### config.mk
export PLATFORM = sky130hd
export DESIGN_NAME = muldiv_unit
export DESIGN_NICKNAME = d
export VERILOG_FILES = /design/src/rtl/muldiv_unit.sv
export SDC_FILE = /design/constraint.sdc
export NUM_CORES = 2
export LEC_CHECK = 0
export CAP_MARGIN = 0
export CORE_MARGIN = 3
export CORE_UTILIZATION = 40
export CTS_BUF_LIST = sky130_fd_sc_hd__clkbuf_4
export CTS_CLUSTER_DIAMETER = 150
export CTS_CLUSTER_SIZE = 30
export DETAILED_ROUTE_END_ITERATION = 8
export PLACE_DENSITY = 0.64
export SYNTH_ARGS = -nofsm -noshare
export SYNTH_HDL_FRONTEND = slang
export SYNTH_SLANG_ARGS = --single-unit
### constraint.sdc
create_clock -name clk_i -period 15.9 [get_ports clk_i]
set_clock_uncertainty 0.15 [all_clocks]
set_input_delay 2.385 -clock clk_i [delete_from_list [all_inputs] [get_ports clk_i]]
set_output_delay 2.385 -clock clk_i [all_outputs]
set_load 0.02 [all_outputs]
### src/rtl/muldiv_unit.sv
// RV32M/RV64M multiply/divide unit: 2-cycle multiply, DATA_WIDTH-step restoring divide,
// valid/ready on both sides, kill to discard in-flight work.
module muldiv_unit #(
  parameter int DATA_WIDTH = 32,
  parameter int CNT_WIDTH  = $clog2(DATA_WIDTH) + 1
) (
  input  logic                  clk_i,
  input  logic                  rst_i,
  input  logic                  Valid_i,
  output logic                  Ready_o,
  input  logic [2:0]            Op_i,
  input  logic [DATA_WIDTH-1:0] SrcA_i,
  input  logic [DATA_WIDTH-1:0] SrcB_i,
  input  logic                  Kill_i,
  output logic                  Valid_o,
  input  logic                  Ready_i,
  output logic [DATA_WIDTH-1:0] Result_o,
  output logic                  Busy_o
);

  localparam logic [DATA_WIDTH-1:0] MOST_NEG = {1'b1, {(DATA_WIDTH-1){1'b0}}};
  localparam logic [CNT_WIDTH-1:0]  CNT_LAST = CNT_WIDTH'(DATA_WIDTH - 1);

  typedef enum logic [1:0] {S_IDLE, S_MUL, S_DIV, S_DONE} state_t;

  state_t                r_state, w_state_next;
  logic [2:0]            r_op;
  logic [DATA_WIDTH-1:0] r_a, r_b;
  logic [DATA_WIDTH-1:0] r_quo, r_rem, r_divisor;
  logic                  r_neg_q, r_neg_r;
  logic [CNT_WIDTH-1:0]  r_cnt;
  logic [DATA_WIDTH-1:0] r_result;

  // Request decode (only used on the accept edge)
  logic                  w_accept, w_is_div, w_signed_div, w_b_zero, w_ovf, w_special;
  logic                  w_a_neg, w_b_neg;
  logic [DATA_WIDTH-1:0] w_special_res, w_a_mag, w_b_mag;

  assign w_accept     = Valid_i && (r_state == S_IDLE) && !Kill_i;
  assign w_is_div     = Op_i[2];
  assign w_signed_div = !Op_i[0];
  assign w_b_zero     = (SrcB_i == '0);
  assign w_ovf        = w_signed_div && (SrcA_i == MOST_NEG) && (SrcB_i == '1);
  assign w_special    = w_is_div && (w_b_zero || w_ovf);
  assign w_a_neg      = w_signed_div && SrcA_i[DATA_WIDTH-1];
  assign w_b_neg      = w_signed_div && SrcB_i[DATA_WIDTH-1];
  assign w_a_mag      = w_a_neg ? -SrcA_i : SrcA_i;
  assign w_b_mag      = w_b_neg ? -SrcB_i : SrcB_i;

  always_comb begin
    w_special_res = '0;
    if (w_b_zero) w_special_res = Op_i[1] ? SrcA_i : '1;
    else          w_special_res = Op_i[1] ? '0 : SrcA_i;
  end

  // Multiply: each operand extended by one bit so one signed multiplier covers all sign mixes
  logic                         w_ma_signed, w_mb_signed;
  logic signed [DATA_WIDTH:0]   w_ma, w_mb;
  logic [2*DATA_WIDTH-1:0]      w_prod;
  logic [DATA_WIDTH-1:0]        w_mul_res;

  assign w_ma_signed = (r_op[1:0] != 2'b11);
  assign w_mb_signed = !r_op[1];
  assign w_ma        = $signed({w_ma_signed & r_a[DATA_WIDTH-1], r_a});
  assign w_mb        = $signed({w_mb_signed & r_b[DATA_WIDTH-1], r_b});
  assign w_prod      = (2*DATA_WIDTH)'(w_ma) * (2*DATA_WIDTH)'(w_mb);
  assign w_mul_res   = (r_op == 3'b000) ? w_prod[DATA_WIDTH-1:0] : w_prod[2*DATA_WIDTH-1:DATA_WIDTH];

  // Restoring divide step: r_quo shifts the dividend out as quotient bits shift in
  logic [DATA_WIDTH:0]   w_shift, w_diff;
  logic [DATA_WIDTH-1:0] w_rem_next, w_quo_next, w_div_res;

  assign w_shift    = {r_rem, r_quo[DATA_WIDTH-1]};
  assign w_diff     = w_shift - {1'b0, r_divisor};
  assign w_rem_next = w_diff[DATA_WIDTH] ? w_shift[DATA_WIDTH-1:0] : w_diff[DATA_WIDTH-1:0];
  assign w_quo_next = {r_quo[DATA_WIDTH-2:0], !w_diff[DATA_WIDTH]};
  assign w_div_res  = r_op[1] ? (r_neg_r ? -w_rem_next : w_rem_next)
                              : (r_neg_q ? -w_quo_next : w_quo_next);

  always_ff @(posedge clk_i) begin
    if (rst_i) r_state <= S_IDLE;
    else       r_state <= w_state_next;
  end

  always_comb begin
    w_state_next = r_state;
    case (r_state)
      S_IDLE: if (w_accept) begin
        if (!w_is_div)      w_state_next = S_MUL;
        else if (w_special) w_state_next = S_DONE;
        else                w_state_next = S_DIV;
      end
      S_MUL:  w_state_next = S_DONE;
      S_DIV:  if (r_cnt == '0) w_state_next = S_DONE;
      S_DONE: if (Ready_i) w_state_next = S_IDLE;
      default: w_state_next = S_IDLE;
    endcase
    if (Kill_i && r_state != S_IDLE) w_state_next = S_IDLE;
  end

  always_ff @(posedge clk_i) begin
    if (rst_i) begin
      r_op      <= '0;
      r_a       <= '0;
      r_b       <= '0;
      r_quo     <= '0;
      r_rem     <= '0;
      r_divisor <= '0;
      r_neg_q   <= 1'b0;
      r_neg_r   <= 1'b0;
      r_cnt     <= '0;
      r_result  <= '0;
    end else begin
      case (r_state)
        S_IDLE: if (w_accept) begin
          r_op <= Op_i;
          if (!w_is_div) begin
            r_a <= SrcA_i;
            r_b <= SrcB_i;
          end else if (w_special) begin
            r_result <= w_special_res;
          end else begin
            r_quo     <= w_a_mag;
            r_rem     <= '0;
            r_divisor <= w_b_mag;
            r_neg_q   <= w_a_neg ^ w_b_neg;
            r_neg_r   <= w_a_neg;
            r_cnt     <= CNT_LAST;
          end
        end
        S_MUL: if (!Kill_i) r_result <= w_mul_res;
        S_DIV: begin
          r_quo <= w_quo_next;
          r_rem <= w_rem_next;
          r_cnt <= r_cnt - 1'b1;
          if (r_cnt == '0 && !Kill_i) r_result <= w_div_res;
        end
        default: ;
      endcase
    end
  end

  assign Ready_o  = (r_state == S_IDLE);
  assign Busy_o   = !Ready_o;
  assign Valid_o  = (r_state == S_DONE);
  assign Result_o = r_result;

endmodule

# Yosys cells after proc, flatten, opt, wreduce, memory -nomap -nowiden

Index checks and enable logic that the tools add are counted.

Register bits after elaboration: 205
Input bits: 72
Output and inout port bits: 35

Add/sub/neg operators: 6
$mul: 1
Eq/ne operators: 14
Multiplexer cells: 34
Bitwise operators: 5
Reductions and logical operators: 29

Operator list:

| operator               | count |
|---|---|
| $mux W32               | 21 |
| $neg A32 Y32           | 4 |
| $pmux W32 S2           | 2 |
| $pmux W32 S3           | 1 |
| $eq A32 B32 Y1 const B | 2 |
| $mul A33 B33 Y64       | 1 |
| $sub A33 B32 Y33       | 1 |
| $logic_not A32 Y1      | 1 |
| $mux W6                | 3 |
| $pmux W6 S2            | 1 |
| $ne A2 B2 Y1 const B   | 5 |
| $logic_and A1 B1 Y1    | 9 |
| $mux W2                | 4 |
| $ne A2 B1 Y1 const B   | 4 |
| $pmux W2 S4            | 1 |
| $reduce_and A4 Y1      | 2 |
| $logic_not A6 Y1       | 1 |
| $reduce_and A3 Y1      | 2 |
| $reduce_and A6 Y1      | 1 |
| $sub A6 B1 Y6 const B  | 1 |
| $logic_not A1 Y1       | 5 |
| $eq A2 B2 Y1 const B   | 2 |
| $reduce_bool A2 Y1     | 2 |
| $logic_not A3 Y1       | 1 |
| 10 further kinds       | 12 |

# Longest topological paths before layout

Depth in word-level cells: 9
Mapped depth: 33

# Least setup slack after synthesis

OpenSTA, ideal clock, no wires.

Kind: reg-to-reg
Start: register r_a[31]
End: register r_result[30] (netlist: Result_o[30])
Setup time: 0.091 ns
Data arrival time: 8.613 ns
Data required time: 15.659 ns
Setup slack: 7.046 ns
Stages on the path, launching flop included: 33
Period minus slack after synthesis: 8.854 ns
Path through: dfxtp_1 > clkbuf_1 > a21boi_0 > clkbuf_1 > clkbuf_1 > nand2_1 > fa_1 > fa_1 > inv_1 > fa_1 > inv_1 > fa_1 > inv_1 > fa_1 > fa_1 > fa_1 > inv_1 > fa_1 > inv_1 > ha_1 > clkbuf_1 > a21o_1 > a21o_1 > a21o_1 > a21o_1 > a21o_1 > a21oi_1 > o41ai_1 > a21o_1 > a31oi_1 > xnor2_1 > nand2_1 > a311oi_1

Longest elaborated chain between the ends: 5

Ends and longest elaborated chain:

| element                  | line | text |
|---|---|---|
| start: declaration       | 28   | `logic [DATA_WIDTH-1:0] r_a, r_b;` |
| start signal: assignment | 118  | `r_a <= SrcA_i;` |
| $and A1 B1 Y1            | 64   | `assign w_ma = $signed({w_ma_signed & r_a[DATA_WIDTH-1], r_a});` |
| $mul A33 B33 Y64 *       | 66   | `assign w_prod = (2*DATA_WIDTH)'(w_ma) * (2*DATA_WIDTH)'(w_mb);` |
| $mux W32 *               | 67   | `assign w_mul_res = (r_op == 3'b000) ? w_prod[DATA_WIDTH-1:0] : w_prod[2*DATA_WIDTH-1:DATA_WIDTH];` |
| $mux W32 *               | 131  | `S_MUL: if (!Kill_i) r_result <= w_mul_res;` |
| $pmux W32 S3 *           | 114  | `case (r_state)` |
| end signal: assignment   | 121  | `r_result <= w_special_res;` |
| end signal: assignment   | 131  |  |
| end signal: assignment   | 136  | `if (r_cnt == '0 && !Kill_i) r_result <= w_div_res;` |
| end: declaration         | 32   | `logic [DATA_WIDTH-1:0] r_result;` |

Mark *: on every way between the ends. The rest lies on a longest branch, timed or not. The select of a mux whose other input is x is not followed.
A chain may end at the register's enable or synchronous reset.

# Worst setup path in the final report

Start: register r_b[2]
End: register r_result[21] (netlist: Result_o[21])

Longest elaborated chain between the ends: 4

Ends and longest elaborated chain:

| element                  | line | text |
|---|---|---|
| start: declaration       | 28   |  |
| start signal: assignment | 119  | `r_b <= SrcB_i;` |
| $mul A33 B33 Y64         | 66   |  |
| $mux W32                 | 67   |  |
| $mux W32                 | 131  |  |
| $pmux W32 S3             | 114  |  |

Every way passes these cells. The select of a mux whose other input is x is not followed.

==> impl_metrics.ini <==
[sta]
slew_headroom = 0.07484
fin_setup_tns_ns = 0
max_clock_freq_ghz = 0.09992
layout_setup_ws_ns = 5.892
setup_viol = 0
slew_viol_final = 0
hold_viol_final = 0
period_minus_slack_ns = 10.01
rsz0062_at_grt = no
tightest_slew_ns = 1.377
holdWs_ns = 0.3230
fin_crit_sh = 0.6294

[clocking]
numCtsBuffers = 12
clkSinkCount = 205
clock_path_buffers = 3
htree_levels = 1
cts-root-buf = clkbuf_4
cts_setup_buffers = 0
cts_hold_buf = 0
post_cts_resized = 0
cts.reportedPaths.clkPinSlew_ns = 0.37
tritoncts = done
clkLatencyLatePin_ns = 0.79

[detailed_routing]
dr.pass1.iters = 6
detailroute.via_count = 42010
wl_per_cell_um = 20.78
post-route-drc-count = 0
wirelength_um = 161200
ant_nets = 0
drt-initial-drc-count = 3056
via_per_inst = 5.417

[min_path]
hold_depth = 2
hp-class = flip-flop to flip-flop

[logic_synthesis]
seq_area_frac_synth = 0.07865
ys_types = 97
synth_top_area_frac = 0.4320
yosys.area.top_type = fa_1
ys_top_cells_by_area = fa_1 43%, inv_1 8.5%, dfxtp_1 7.9%, nand2_1 7.9%, ha_1 6.1%
yosysWarnings = 0
syn_nets = 7623
synthCells = 6170
synth_flop_cell = dfxtp_1
postSynth.asyncResetShare = 0
syn_area_mm2 = 0.05218
yosys_register_bits = 205
syn_area_per_cell_um2 = 8.457
synth_edf_count = 0

[status]
status = finished, final reports clean

[global_route]
antenna_found_initial = 7
first_global_vias = 44090
grt_usage = 0.2407
grt_pass1_wl_um = 255600
grt-ovfl-total = 0
grt_max_degree = 88

[cells_and_area]
nets = 7472
drive_above_1_share = 0.02939
final_cell_area_mm2 = 0.05496
layout_common_cells = 1178 x inv_1, 1126 x fa_1, 1093 x nand2_1, 370 x and2_1, 266 x a21oi_1
synthToLayoutAreaGrowth_pct = 5.338
final_common_cell = inv_1
final_core_util = 0.4277

[die]
io_pins = 107
dieArea_mm2 = 0.1348
chipWidth_um = 367.2
core_mm2 = 0.1285
die_h_um = 367.2
start_util = 0.4061
rows = 131

[place]
place_area_mm2 = 0.05478
gp_congestion = 0.9404
dpl_worst_slack_ns = 6.130
io_buffers = 106
place_hpwl_um = 127400

[critical_path]
cp-start-kind = flip-flop
cp.arrival_ns = 10.44
critPathRequiredTime_ns = 16.33
end_kind = flip-flop
cp_slowest_stage_delay_ns = 1.19
crit_type = flip-flop to flip-flop
slowest_stage = dfxtp_1
worst-path-buf-inv = 6
cp_top_family = adder cells
cp_max_fo = 34
path_depth = 28
crit_top_cell = fa_1
r2r_cells = 28

[pwr]
power.leakage_nw = 25.39
ir_drop_uv = 104.8
powerDensity_mw_per_mm2 = 47.42

[job]
cap_violations = 0
routing by layer:
layer	up-vias	wire length (um)	global-route usage
li1	18520	-	-
met1	21520	66250	0.3197
met2	1628	77050	0.4049
met3	335	11690	0.03600
met4	6	6152	0.07555
met5	-	34	0
registers in the layout, indices dropped and copies added (netlist names):
register	count
r_op	3
r_quo	32
r_a	32
r_state	2
r_neg_q	1
r_neg_r	1
Result_o	32
r_cnt	6
r_b	32
r_rem	32
r_divisor	32
Yosys cell counts (20+ instances only):
cell and n:
a211oi_1 53, a21o_1 51, a21oi_1 267, a22oi_1 21
and2_1 370, clkbuf_1 338, dfxtp_1 205, fa_1 1126
ha_1 255, inv_1 1178, maj3_1 23, mux2i_1 28
nand2_1 1093, nand3_1 39, nand4_1 27, nor2_1 246
nor3_1 58, nor4_1 27, o211ai_1 20, o21ai_0 146
o31ai_1 35, or3_1 27, xnor2_1 129, xor2_1 77
stage by stage:
step | std cells | total power [mW]
finish | 7755 | 2.606
global route | 7753 | 2.764
CTS | 7751 | 2.584
detailed placement | 7734 | 2.315
global placement | 7734 | 2.301
floorplan | 6170 | 1.721
cell type report:
type / instances / area (um^2)
Fill cell: 12850 / 73540
Multi-Input combinational cell: 4417 / 42300
Inverter: 1182 / 4437
Sequential cell: 205 / 4106
Tap cell: 1729 / 2163
Timing Repair Buffer: 201 / 1775
Clock buffer: 13 / 97.59
Clock inverter: 4 / 77.57
Antenna cell: 4 / 10.01
power by group:
group	switching, mW	leakage [nW]	internal, mW
combinational	1.14	23.6	0.545
clock	0.213	0.0940	0.0499
sequential	0.0828	1.66	0.577
total	1.43	25.4	1.17
worst paths after layout:
kind | startpoint | endpoint | slack [ns]
worst max register to register | r_b[2] | Result_o[21] | 5.89
worst min register to register | Result_o[0] | Result_o[0] | 0.32
worst min-delay path | Result_o[0] | Result_o[0] | 0.32
worst max-delay path | r_b[2] | Result_o[21] | 5.89
cells by family after synthesis:
group / count (synthesis) / synth area share
AO/OA/AOI/OAI: 773 / 0.09489
XOR/XNOR: 207 / 0.03489
adder cells (fa/ha/maj): 1404 / 0.4976
buffers and inverters: 1548 / 0.1120
flip-flops: 205 / 0.07865
multiplexers: 31 / 0.006019
AND/OR/NAND/NOR: 2002 / 0.1760
worst min-delay path: stages, from the launching register on:
cell and delay [ns]:
dfxtp_1 0.39, nand2_1 0.05, a21oi_1 0.05
Note: power is estimated with default switching activity, not from simulation.
